--- config.mk ---
export PLATFORM = sky130hd
export DESIGN_NAME = timer_ctrl
export DESIGN_NICKNAME = d
export VERILOG_FILES = /design/src/rtl/timer_ctrl.sv
export SDC_FILE = /design/constraint.sdc
export NUM_CORES = 1
export LEC_CHECK = 0
export BUFFER_PORTS_ARGS = -buffer_cell sky130_fd_sc_hd__buf_2
export CORE_MARGIN = 2
export CORE_UTILIZATION = 45
export CTS_BUF_LIST = sky130_fd_sc_hd__clkbuf_16
export CTS_CLUSTER_SIZE = 30
export DETAILED_ROUTE_END_ITERATION = 16
export PLACE_DENSITY_LB_ADDON = 0.25
export REMOVE_ABC_BUFFERS = 1
export SLEW_MARGIN = 20
export SYNTH_ARGS = -nofsm -noshare
export SYNTH_HDL_FRONTEND = slang
export SYNTH_SLANG_ARGS = --single-unit
--- constraint.sdc ---
create_clock -name clk -period 2.9 [get_ports clk]
set_input_delay 0.725 -clock clk [delete_from_list [all_inputs] [get_ports clk]]
set_output_delay 0.725 -clock clk [all_outputs]
set_load 0.01 [all_outputs]
--- src/rtl/timer_ctrl.sv ---
// timer_ctrl: control FSM and hh:mm:ss counter for the lab timer.
// Steps time on tick_1hz in count-up (stopwatch) or count-down mode and
// raises alarm for ALARM_TICKS ticks when a countdown expires.
// Optional lap-hold display snapshot is built when TIMER_LAP_EN is defined.
//
// state  | meaning
// -------+--------------------------------------------------------------
// IDLE   | time editable via min/hour inc pulses, waiting for start
// RUN    | counting on each tick_1hz in the mode latched at start
// PAUSE  | time frozen, start resumes in the same mode
// DONE   | countdown reached 00:00:00, alarm on for ALARM_TICKS ticks
module timer_ctrl #(
  parameter int HOUR_MAX    = 23,
  parameter int ALARM_TICKS = 5
) (
  input  logic       clk,
  input  logic       rst_n,
  input  logic       tick_1hz,
  input  logic       rst_pulse,
  input  logic       start_pulse,
  input  logic       stop_pulse,
  input  logic       min_inc_pulse,
  input  logic       hour_inc_pulse,
  input  logic       cd_mode,
`ifdef TIMER_LAP_EN
  input  logic       lap_pulse,
  output logic       lap_hold,
`endif
  output logic [4:0] hour,
  output logic [5:0] min,
  output logic [5:0] sec,
  output logic [1:0] state,
  output logic       running,
  output logic       alarm,
  output logic       mode_q
);

  typedef enum logic [1:0] {
    S_IDLE  = 2'b00,
    S_RUN   = 2'b01,
    S_PAUSE = 2'b10,
    S_DONE  = 2'b11
  } state_t;

  localparam int            CW         = (ALARM_TICKS > 1) ? $clog2(ALARM_TICKS) : 1;
  localparam logic [CW-1:0] ALARM_LAST = CW'(ALARM_TICKS - 1);
  localparam logic [4:0]    HOUR_TOP   = 5'(HOUR_MAX);

  state_t        st;
  logic [4:0]    hour_q;
  logic [5:0]    min_q;
  logic [5:0]    sec_q;
  logic [CW-1:0] alarm_cnt;

  logic [4:0]    up_hour, dn_hour;
  logic [5:0]    up_min, dn_min, up_sec, dn_sec;
  logic          dn_zero, time_zero;

  // next count-up and count-down time values with carry/borrow
  always_comb begin
    up_sec  = sec_q + 6'd1;
    up_min  = min_q;
    up_hour = hour_q;
    if (sec_q == 6'd59) begin
      up_sec = 6'd0;
      up_min = min_q + 6'd1;
      if (min_q == 6'd59) begin
        up_min  = 6'd0;
        up_hour = (hour_q == HOUR_TOP) ? 5'd0 : hour_q + 5'd1;
      end
    end
    dn_sec  = sec_q - 6'd1;
    dn_min  = min_q;
    dn_hour = hour_q;
    if (sec_q == 6'd0) begin
      dn_sec = 6'd59;
      dn_min = min_q - 6'd1;
      if (min_q == 6'd0) begin
        dn_min  = 6'd59;
        dn_hour = (hour_q == 5'd0) ? HOUR_TOP : hour_q - 5'd1;
      end
    end
    dn_zero   = (dn_hour == 5'd0) && (dn_min == 6'd0) && (dn_sec == 6'd0);
    time_zero = (hour_q == 5'd0) && (min_q == 6'd0) && (sec_q == 6'd0);
  end

`ifdef TIMER_LAP_EN
  logic [4:0] lap_hour;
  logic [5:0] lap_min, lap_sec;
`endif

  // control FSM, time counters and registered status outputs
  always_ff @(posedge clk or negedge rst_n) begin
    if (!rst_n) begin
      st        <= S_IDLE;
      hour_q    <= 5'd0;
      min_q     <= 6'd0;
      sec_q     <= 6'd0;
      alarm_cnt <= '0;
      running   <= 1'b0;
      alarm     <= 1'b0;
      mode_q    <= 1'b0;
`ifdef TIMER_LAP_EN
      lap_hold  <= 1'b0;
      lap_hour  <= 5'd0;
      lap_min   <= 6'd0;
      lap_sec   <= 6'd0;
`endif
    end else if (rst_pulse) begin
      st        <= S_IDLE;
      hour_q    <= 5'd0;
      min_q     <= 6'd0;
      sec_q     <= 6'd0;
      alarm_cnt <= '0;
      running   <= 1'b0;
      alarm     <= 1'b0;
`ifdef TIMER_LAP_EN
      lap_hold  <= 1'b0;
`endif
    end else begin
      case (st)
        S_IDLE: begin
          if (start_pulse) begin
            // a countdown from zero would expire instantly, so refuse it
            if (!(cd_mode && time_zero)) begin
              st      <= S_RUN;
              running <= 1'b1;
              mode_q  <= cd_mode;
            end
          end else begin
            if (min_inc_pulse)
              min_q <= (min_q == 6'd59) ? 6'd0 : min_q + 6'd1;
            if (hour_inc_pulse)
              hour_q <= (hour_q == HOUR_TOP) ? 5'd0 : hour_q + 5'd1;
          end
        end
        S_RUN: begin
          if (tick_1hz && mode_q && dn_zero) begin
            // expiry wins over a simultaneous stop
            hour_q    <= dn_hour;
            min_q     <= dn_min;
            sec_q     <= dn_sec;
            st        <= S_DONE;
            running   <= 1'b0;
            alarm     <= 1'b1;
            alarm_cnt <= '0;
`ifdef TIMER_LAP_EN
            lap_hold  <= 1'b0;
`endif
          end else begin
            if (tick_1hz) begin
              hour_q <= mode_q ? dn_hour : up_hour;
              min_q  <= mode_q ? dn_min  : up_min;
              sec_q  <= mode_q ? dn_sec  : up_sec;
            end
            if (stop_pulse) begin
              st      <= S_PAUSE;
              running <= 1'b0;
`ifdef TIMER_LAP_EN
              lap_hold <= 1'b0;
            end else if (lap_pulse) begin
              lap_hold <= ~lap_hold;
              lap_hour <= hour_q;
              lap_min  <= min_q;
              lap_sec  <= sec_q;
`endif
            end
          end
        end
        S_PAUSE: begin
          if (start_pulse) begin
            st      <= S_RUN;
            running <= 1'b1;
          end
        end
        S_DONE: begin
          if (start_pulse || stop_pulse) begin
            st        <= S_IDLE;
            alarm     <= 1'b0;
            alarm_cnt <= '0;
          end else if (tick_1hz) begin
            if (alarm_cnt == ALARM_LAST) begin
              st        <= S_IDLE;
              alarm     <= 1'b0;
              alarm_cnt <= '0;
            end else begin
              alarm_cnt <= alarm_cnt + 1'b1;
            end
          end
        end
        default: st <= S_IDLE;
      endcase
    end
  end

  assign state = st;

`ifdef TIMER_LAP_EN
  assign hour = lap_hold ? lap_hour : hour_q;
  assign min  = lap_hold ? lap_min  : min_q;
  assign sec  = lap_hold ? lap_sec  : sec_q;
`else
  assign hour = hour_q;
  assign min  = min_q;
  assign sec  = sec_q;
`endif

endmodule

Yosys cells after proc, flatten, opt, wreduce, memory -nomap -nowiden
Cells that the tools add are included.
{ "word_totals": {"regBits": 25, "inputBits": 9, "out_inout_bits": 22, "elab_cells": 125} }
{ "classes": {"n_addsub": 7, "n_eq_ne": 20, "n_mux": 60, "bitwise_logic": 2, "reduce_logical": 28} }
{ "op_table": {"columns": ["operator", "n"], "rows": [
  ["6-bit 2-to-1 mux", 17],
  ["5-bit 2-to-1 mux", 12],
  ["6-bit logical NOT", 4],
  ["3-bit != test, second input constant", 7],
  ["2-bit 2-to-1 mux", 9],
  ["4-bit != test, second input constant", 4],
  ["3-bit 2-to-1 mux", 5],
  ["6-bit by 1-bit adder with 6-bit output, second input constant", 2],
  ["6-bit == test, second input constant", 2],
  ["6-bit case mux with 2 select lines", 1],
  ["6-bit AND reduction", 2],
  ["6-bit by 1-bit subtractor with 6-bit output, second input constant", 2],
  ["1-bit 2-to-1 mux", 11],
  ["5-bit logical NOT", 2],
  ["5-bit != test, second input constant", 2],
  ["5-bit case mux with 2 select lines", 1],
  ["5-bit AND reduction", 2],
  ["3-bit nonzero test", 3],
  ["2-bit case mux with 4 select lines", 1],
  ["4-bit AND reduction", 2],
  ["1-bit logical AND", 7],
  ["3-bit case mux with 2 select lines", 1],
  ["5-bit by 1-bit adder with 5-bit output, second input constant", 1],
  ["5-bit == test, second input constant", 1],
  ["other kinds (14)", 16]
]} }

Depth between registers and ports, before layout
Gate-level depths: netlist of run 1.
{ "depth": {"word_depth": 11, "depth_mapped": 10, "depth_no_buf": 9} }

Worst setup path after synthesis of run 1
No wires, ideal clock.
{ "synth_path": {"kind": "reg-to-reg", "startpoint": "register sec_q[0] (netlist: sec[0])", "endpoint": "register st[0] (netlist: state[0])", "setup_time_ns": 0.125, "arrival_time_ns": 2.593, "t_required_ns": 2.775, "slack_ns": 0.182, "stages_incl_launch_ff": 11, "path_buffers": 1, "synth_period_minus_slack_ns": 2.718, "path_cell_list": "dfrtp_1 > clkbuf_1 > inv_1 > ha_1 > nor2b_1 > nand4_2 > nand3b_1 > a21oi_1 > a21oi_2 > a211o_1 > mux2_4"} }
{ "synth_between": {"elab_chain_len": 9, "elab_cells_between_ends": 19, "classes_between": "1 x add/sub; 2 x eq/ne; 6 x mux; 10 x reduce/logical"} }
{ "synth_lines": {"columns": ["element", "line", "source"], "rows": [
  ["start: declaration", "52", "logic [5:0] sec_q;"],
  ["start signal: assignment", "142", "sec_q <= dn_sec;"],
  ["start signal: assignment", "154", "sec_q <= mode_q ? dn_sec : up_sec;"],
  ["parallel branches: the longest is 9 deep, another holds 6-bit by 1-bit subtractor with 6-bit output", null, null],
  ["end signal: assignment", "110", "st <= S_IDLE;"],
  ["end signal: assignment", "126", "st <= S_RUN;"],
  ["end signal: assignment", "143", "st <= S_DONE;"],
  ["end: declaration", "49", "state_t st;"]
]} }
Parallel ways; which one is timed is not known.
A chain may end at the register's enable or synchronous reset.

Worst setup path in the final report of run 1
{ "layout_path": {"startpoint": "register sec_q[2] (netlist: sec[2])", "endpoint": "register st[0] (netlist: state[0])"} }
The elaborated chain is that of the path after synthesis.

==> results.ini, run 1 <==
[synthesis]
synth_cell_types = 58
ys_top_cells_by_area = dfrtp_1, ha_1, o21ai_0
synth_common_cells = nor2_1, o21ai_0, dfrtp_1, nand2_1, a21oi_1
synth_top_cell_area_share_pct = 26.9
yosysTopAreaCell = dfrtp_1
avgSynthCellArea_um2 = 7.74
yosys_warnings = 0
ys.flop_type = dfrtp_1
synth_cells = 300
ys_seq_elements = 25
synth_edf_count = 0
synthArstFlopShare_pct = 100
syn_area_um2 = 2320
synth_most_common_cell = nor2_1
yosysSeqAreaShare_pct = 26.9

[clocking]
cts_setup_buffers = 0
clk_latency_ps = 260
hold_buffers = 0
cts_tree = built
cts_root_buf = clkbuf_16
htree_num_levels = 1
cts_buffers = 3
cts_resized = 0
cts_buffer_depth = 2
clkTransAtPathRegs_ps = 70
cts_sinks = 25

[sta]
rsz0062_at_grt = false
fin_ws_ps = 299
drv_slew = 0
period_needed_ps = 2600
timing_hold_violations_final = 0
setup_viol = 0
fmax_ghz = 0.384
worst_pin_slew_ps = 638
tns_ps = 0
post-route-period-util_pct = 89.7
slew_headroom_pct = 57.2
clock_skew_ps = 3.28

[worst_setup_path]
startpoint_type = flop
critPathKind = reg -> reg
crit_required_ps = 3050
crit_arrival_ps = 2750
path_max_fanout = 13
critPathCaptureType = flop

[power]
powerDensity_nw_per_um2 = 1060
leakage_nw = 1.20
p_total_mw = 2.81
ir_worst_vdd_mv = 0.524

[place]
dp_hpwl_um = 4300
portBuffers = 30
gp_congestion = 0.847
dp_slack_ps = 265

[layout]
n_fill_cell = 489
register_area_um2 = 626
post-route-util_pct = 52.5
area_growth_pct = 14.0
antenna_cells = 0
multiInputGateArea_um2 = 1550
final_nets = 352
drive_above_1_share_pct = 18.0

[floorplanning]
die-height_um = 75.9
initial_core_util_pct = 46.1
io_pins = 31
dieArea_um2 = 5750
coreArea_um2 = 5040
num_rows = 26
die_width_um = 75.9

[detailed_routing]
antenna_left = 0
dr.pass1.iters = 6
via_per_inst = 5.75
drc_errors = 0
drtIter0Drc = 227
vias = 2287
routed_wl_um = 5810
wl_per_cell_um = 14.6

[global_route]
grt_max_degree = 27
antenna_found_initial = 0
grt_pass1_vias = 2092
grt.overflow.total = 0
grtUsageTotal_pct = 22.2
grt_first_pass_wirelength_um = 9950

[hold_path]
min_path_type = in -> async

[run_status]
status = completed

[flow_run]
drv_cap = 0

[flip-flops by register name, indices dropped and copies added (netlist names)]
register,cells
min,6
alarm,1
alarm_cnt,3
hour,5
running,1
mode_q,1
state,2
sec,6
[where the power goes]
part	switching [mW]	internal, mW	total [mW]
clock network	0.134	0.186	0.320
logic	1.07	0.748	1.81
registers	0.217	0.455	0.672
[layout by cell type (no fill, tap or decap), types with 3 or more instances in the layout]
master and count:
o32a_1 3, nor2_1 35, a21oi_1 19, inv_1 17
a31oi_1 6, nand2b_1 5, a211o_1 3, dfrtp_1 25
ha_1 14, nor3_1 11, nand3b_1 3, nor2b_1 4
nand3_1 9, o31ai_1 8, a22oi_1 4, nand2_1 25
o21ai_0 28, buf_2 30, xor2_1 3, nand4_1 3
or3_1 3, a21o_1 4, buf_4 12, mux2i_1 3
and3_1 3, nor3b_1 3, clkbuf_16 3
[area by class of cell]
| cell class | count | area share, % |
|---|---|---|
| sequential | 25 | 23.6 |
| tap | 70 | 3.31 |
| clock inverter | 1 | 0.189 |
| multi-input combinational | 240 | 58.6 |
| clock buffer | 3 | 2.83 |
| timing repair buffer | 42 | 9.07 |
| inverter | 17 | 2.41 |
[stage by stage]
stage,area [µm²],cells,hold WS (ps)
2_1_floorplan,2240,282,429
3_3_place_gp,2570,394,496
3_5_place_dp,2570,394,506
4_1_cts,2650,398,479
5_1_grt,2650,398,506
6_report,2650,398,448
[worst paths after layout]
path / start / to / slack (ps) / cells after the start
max in group asynchronous: rst_n / sec[2] / 2080 / 1
min in group clk: running / running / 520 / 1
hold reg to reg: running / running / 520 / 1
setup reg to reg: sec[2] / state[0] / 300 / 7
hold / removal: rst_n / hour[3] / 450 / 1
setup / recovery: sec[2] / state[0] / 300 / 7
[critical path, stage by stage (launching register included)]
cell and delay [ps]:
dfrtp_1 540, or3_4 450, nor3_1 190, xor2_1 150, nor4b_4 370, a21oi_2 130, a211o_1 350, mux2_4 300
[logic make-up after synthesis]
| kind of cell | Yosys count | share of synthesized area, % |
|---|---|---|
| DFF | 25 | 26.9 |
| AOI/OAI and AO/OA | 101 | 28.9 |
| xor gates and xnor gates | 4 | 1.51 |
| buffers and inverters | 35 | 6.41 |
| and+or+nand+nor | 117 | 26.8 |
| adders and majority gates | 14 | 7.54 |
| muxes | 4 | 1.94 |
[layer usage]
metal | part of all wire [%] | track usage [%] | routed length [µm]
met1 | 49 | 32.7 | 2820
met2 | 47 | 35.2 | 2720
met3 | 3.6 | 1.98 | 209
met4 | 1.1 | 5.07 | 64
met5 | 0 | 0 | 0
(Power assumes the default switching activity.)
==> inputs of run 2 (changes only) <==
--- a/config.mk
+++ b/config.mk
@@ -5,6 +5,7 @@
 export SDC_FILE = /design/constraint.sdc
 export NUM_CORES = 1
 export LEC_CHECK = 0
+export ABC_AREA = 1
 export BUFFER_PORTS_ARGS = -buffer_cell sky130_fd_sc_hd__buf_2
 export CORE_MARGIN = 2
 export CORE_UTILIZATION = 45
==> results.ini, run 2 <==
[power]
powerDensity_nw_per_um2 = 1070
ir_worst_vdd_mv = 0.484
leakage_nw = 1.50

[clocking]
cts_resized = 0
cts_buffer_depth = 2
cts_root_buf = clkbuf_16
clkTransAtPathRegs_ps = 70
cts_tree = built
cts_setup_buffers = 0
hold_buffers = 0
clk_latency_ps = 260
cts_buffers = 3
cts_sinks = 25
htree_num_levels = 1

[synthesis]
synth_most_common_cell = nand2_1
synth_common_cells = nand2_1, inv_1, nor2_1
yosysSeqAreaShare_pct = 25.2
avgSynthCellArea_um2 = 6.35
yosysTopAreaCell = dfrtp_1
synth_cells = 392
synthArstFlopShare_pct = 100
syn_area_um2 = 2490
ys_top_cells_by_area = dfrtp_1, nand2_1, nand3_1
ys.flop_type = dfrtp_1
yosys_warnings = 0
synth_top_cell_area_share_pct = 25.2
ys_seq_elements = 25
synth_edf_count = 0
synth_cell_types = 35

[global_route]
grt_pass1_vias = 2460
grt.overflow.total = 0
antenna_found_initial = 0
grtUsageTotal_pct = 22.5
grt_max_degree = 26
grt_first_pass_wirelength_um = 11200

[worst_setup_path]
startpoint_type = flop
reg2reg_depth = 13
crit_required_ps = 3040
critPathCaptureType = flop
worstReg2RegStart = sec[0]
r2r-end = min[1]
worstPathCellList = clkinv_1 > ha_1 > nand3_4 > nor2_4 > nand3_2 > nand2_1 > nor2_1 > nor2_2 > nand3_2 > nand3_4 > nand2_2 > nand2_1 > o21ai_2
r2r_slack_ps = 290
max_stage_delay_ps = 430
crit_arrival_ps = 2750
path_max_fanout = 17
cp_slowest_cell = dfrtp_1
critPathKind = reg -> reg

[sta]
tns_ps = 0
slew_headroom_pct = 55.7
clock_skew_ps = 2.11
drv_slew = 0
worst_pin_slew_ps = 664
fmax_ghz = 0.384
period_needed_ps = 2610
setup_viol = 0
rsz0062_at_grt = false
timing_hold_violations_final = 0
post-route-period-util_pct = 89.9

[place]
dpl_cell_area_um2 = 2710
dp_hpwl_um = 5130
gp_congestion = 0.908
portBuffers = 30

[hold_path]
min_path_type = in -> async

[floorplanning]
io_pins = 31
dieArea_um2 = 6140
die-height_um = 78.3
coreArea_um2 = 5410
die_width_um = 78.3
initial_core_util_pct = 46.0
num_rows = 27

[detailed_routing]
routed_wl_um = 6550
via_per_inst = 5.40
dr.pass1.iters = 6
drtIter0Drc = 265
drc_errors = 0
antenna_left = 0
vias = 2658
wl_per_cell_um = 13.3

[layout]
antenna_cells = 0
mostFrequentLayoutCells = nand2_1, inv_1, nor2_1, nand3_1, buf_2
register_area_um2 = 626
mostFrequentLayoutCell = nand2_1
final_nets = 444
n_fill_cell = 574
finalInstanceArea_um2 = 2790
area_growth_pct = 12.1
drive_above_1_share_pct = 14.8
multiInputGateArea_um2 = 1620

[run_status]
status = completed

[flow_run]
drv_cap = 0

==> run 2: layout make-up <==
type / count / share of cell area [%]
clock buffers: 3 / 2.69
clock inverters: 1 / 0.180
inverters: 52 / 7.00
multi-input cells: 305 / 58.0
flip-flops and latches: 25 / 22.4
well taps: 72 / 3.23
repair buffers: 34 / 6.46
==> run 2: metal layers <==
metal / wire length [µm] / global-route usage (%) / vias up
met5: 0 / 0 / -
met4: 55 / 5.44 / 0
met2: 3080 / 37.7 / 81
met1: 3120 / 31.5 / 1219
li1: - / - / 1353
met3: 295 / 2.07 / 5
==> run 2: cell families (layout without fill, tap and decap cells) <==
| family | Yosys count | in the layout | share of synthesized area (%) |
|---|---|---|---|
| and+or+nand+nor | 238 | 238 | 43.7 |
| AOI/OAI and AO/OA | 48 | 48 | 12.5 |
| DFF | 25 | 25 | 25.2 |
| xor gates and xnor gates | 5 | 5 | 1.76 |
| adders and majority gates | 14 | 14 | 7.04 |
| buffers and inverters | 62 | 90 | 9.86 |
==> run 2: power breakdown <==
part           leakage, nW  switching, mW  internal, mW
Clock               0.0409          0.128         0.186
Sequential           0.327          0.225         0.470
Combinational         1.14           1.29         0.676
Total                 1.50           1.64          1.33
==> run 2: worst max-delay path by stage <==
stage	start	end	slack, ps	cells past startpoint
6_report	sec[0]	min[1]	290	13
5_1_grt	sec[0]	min[1]	50	13
4_1_cts	sec[0]	min[1]	290	13
3_5_place_dp	sec[0]	min[1]	300	13
3_3_place_gp	sec[0]	min[1]	430	13
2_1_floorplan	sec[0]	min[0]	610	13
==> run 2: metrics by stage <==
step | total power [mW] | hold slack [ps] | std cells | utilization (%) | setup WS [ps]
3_5_place_dp | 2.64 | 467 | 488 | 50.1 | 298
5_1_grt | 3.28 | 507 | 492 | 51.6 | 51.8
2_1_floorplan | 2.10 | 429 | 382 | - | 607
3_3_place_gp | 2.64 | 455 | 488 | 50.1 | 427
4_1_cts | 2.97 | 484 | 492 | 51.6 | 294
6_report | 2.97 | 462 | 492 | 51.6 | 294
==> run 2: critical path: cells and delay by family, from the launching register on <==
kind            cells  cell delay [ps]
fa+ha+maj           1              310
buf+inv             1              170
compound gates      1               60
flops               1              430
simple gates       10             1500
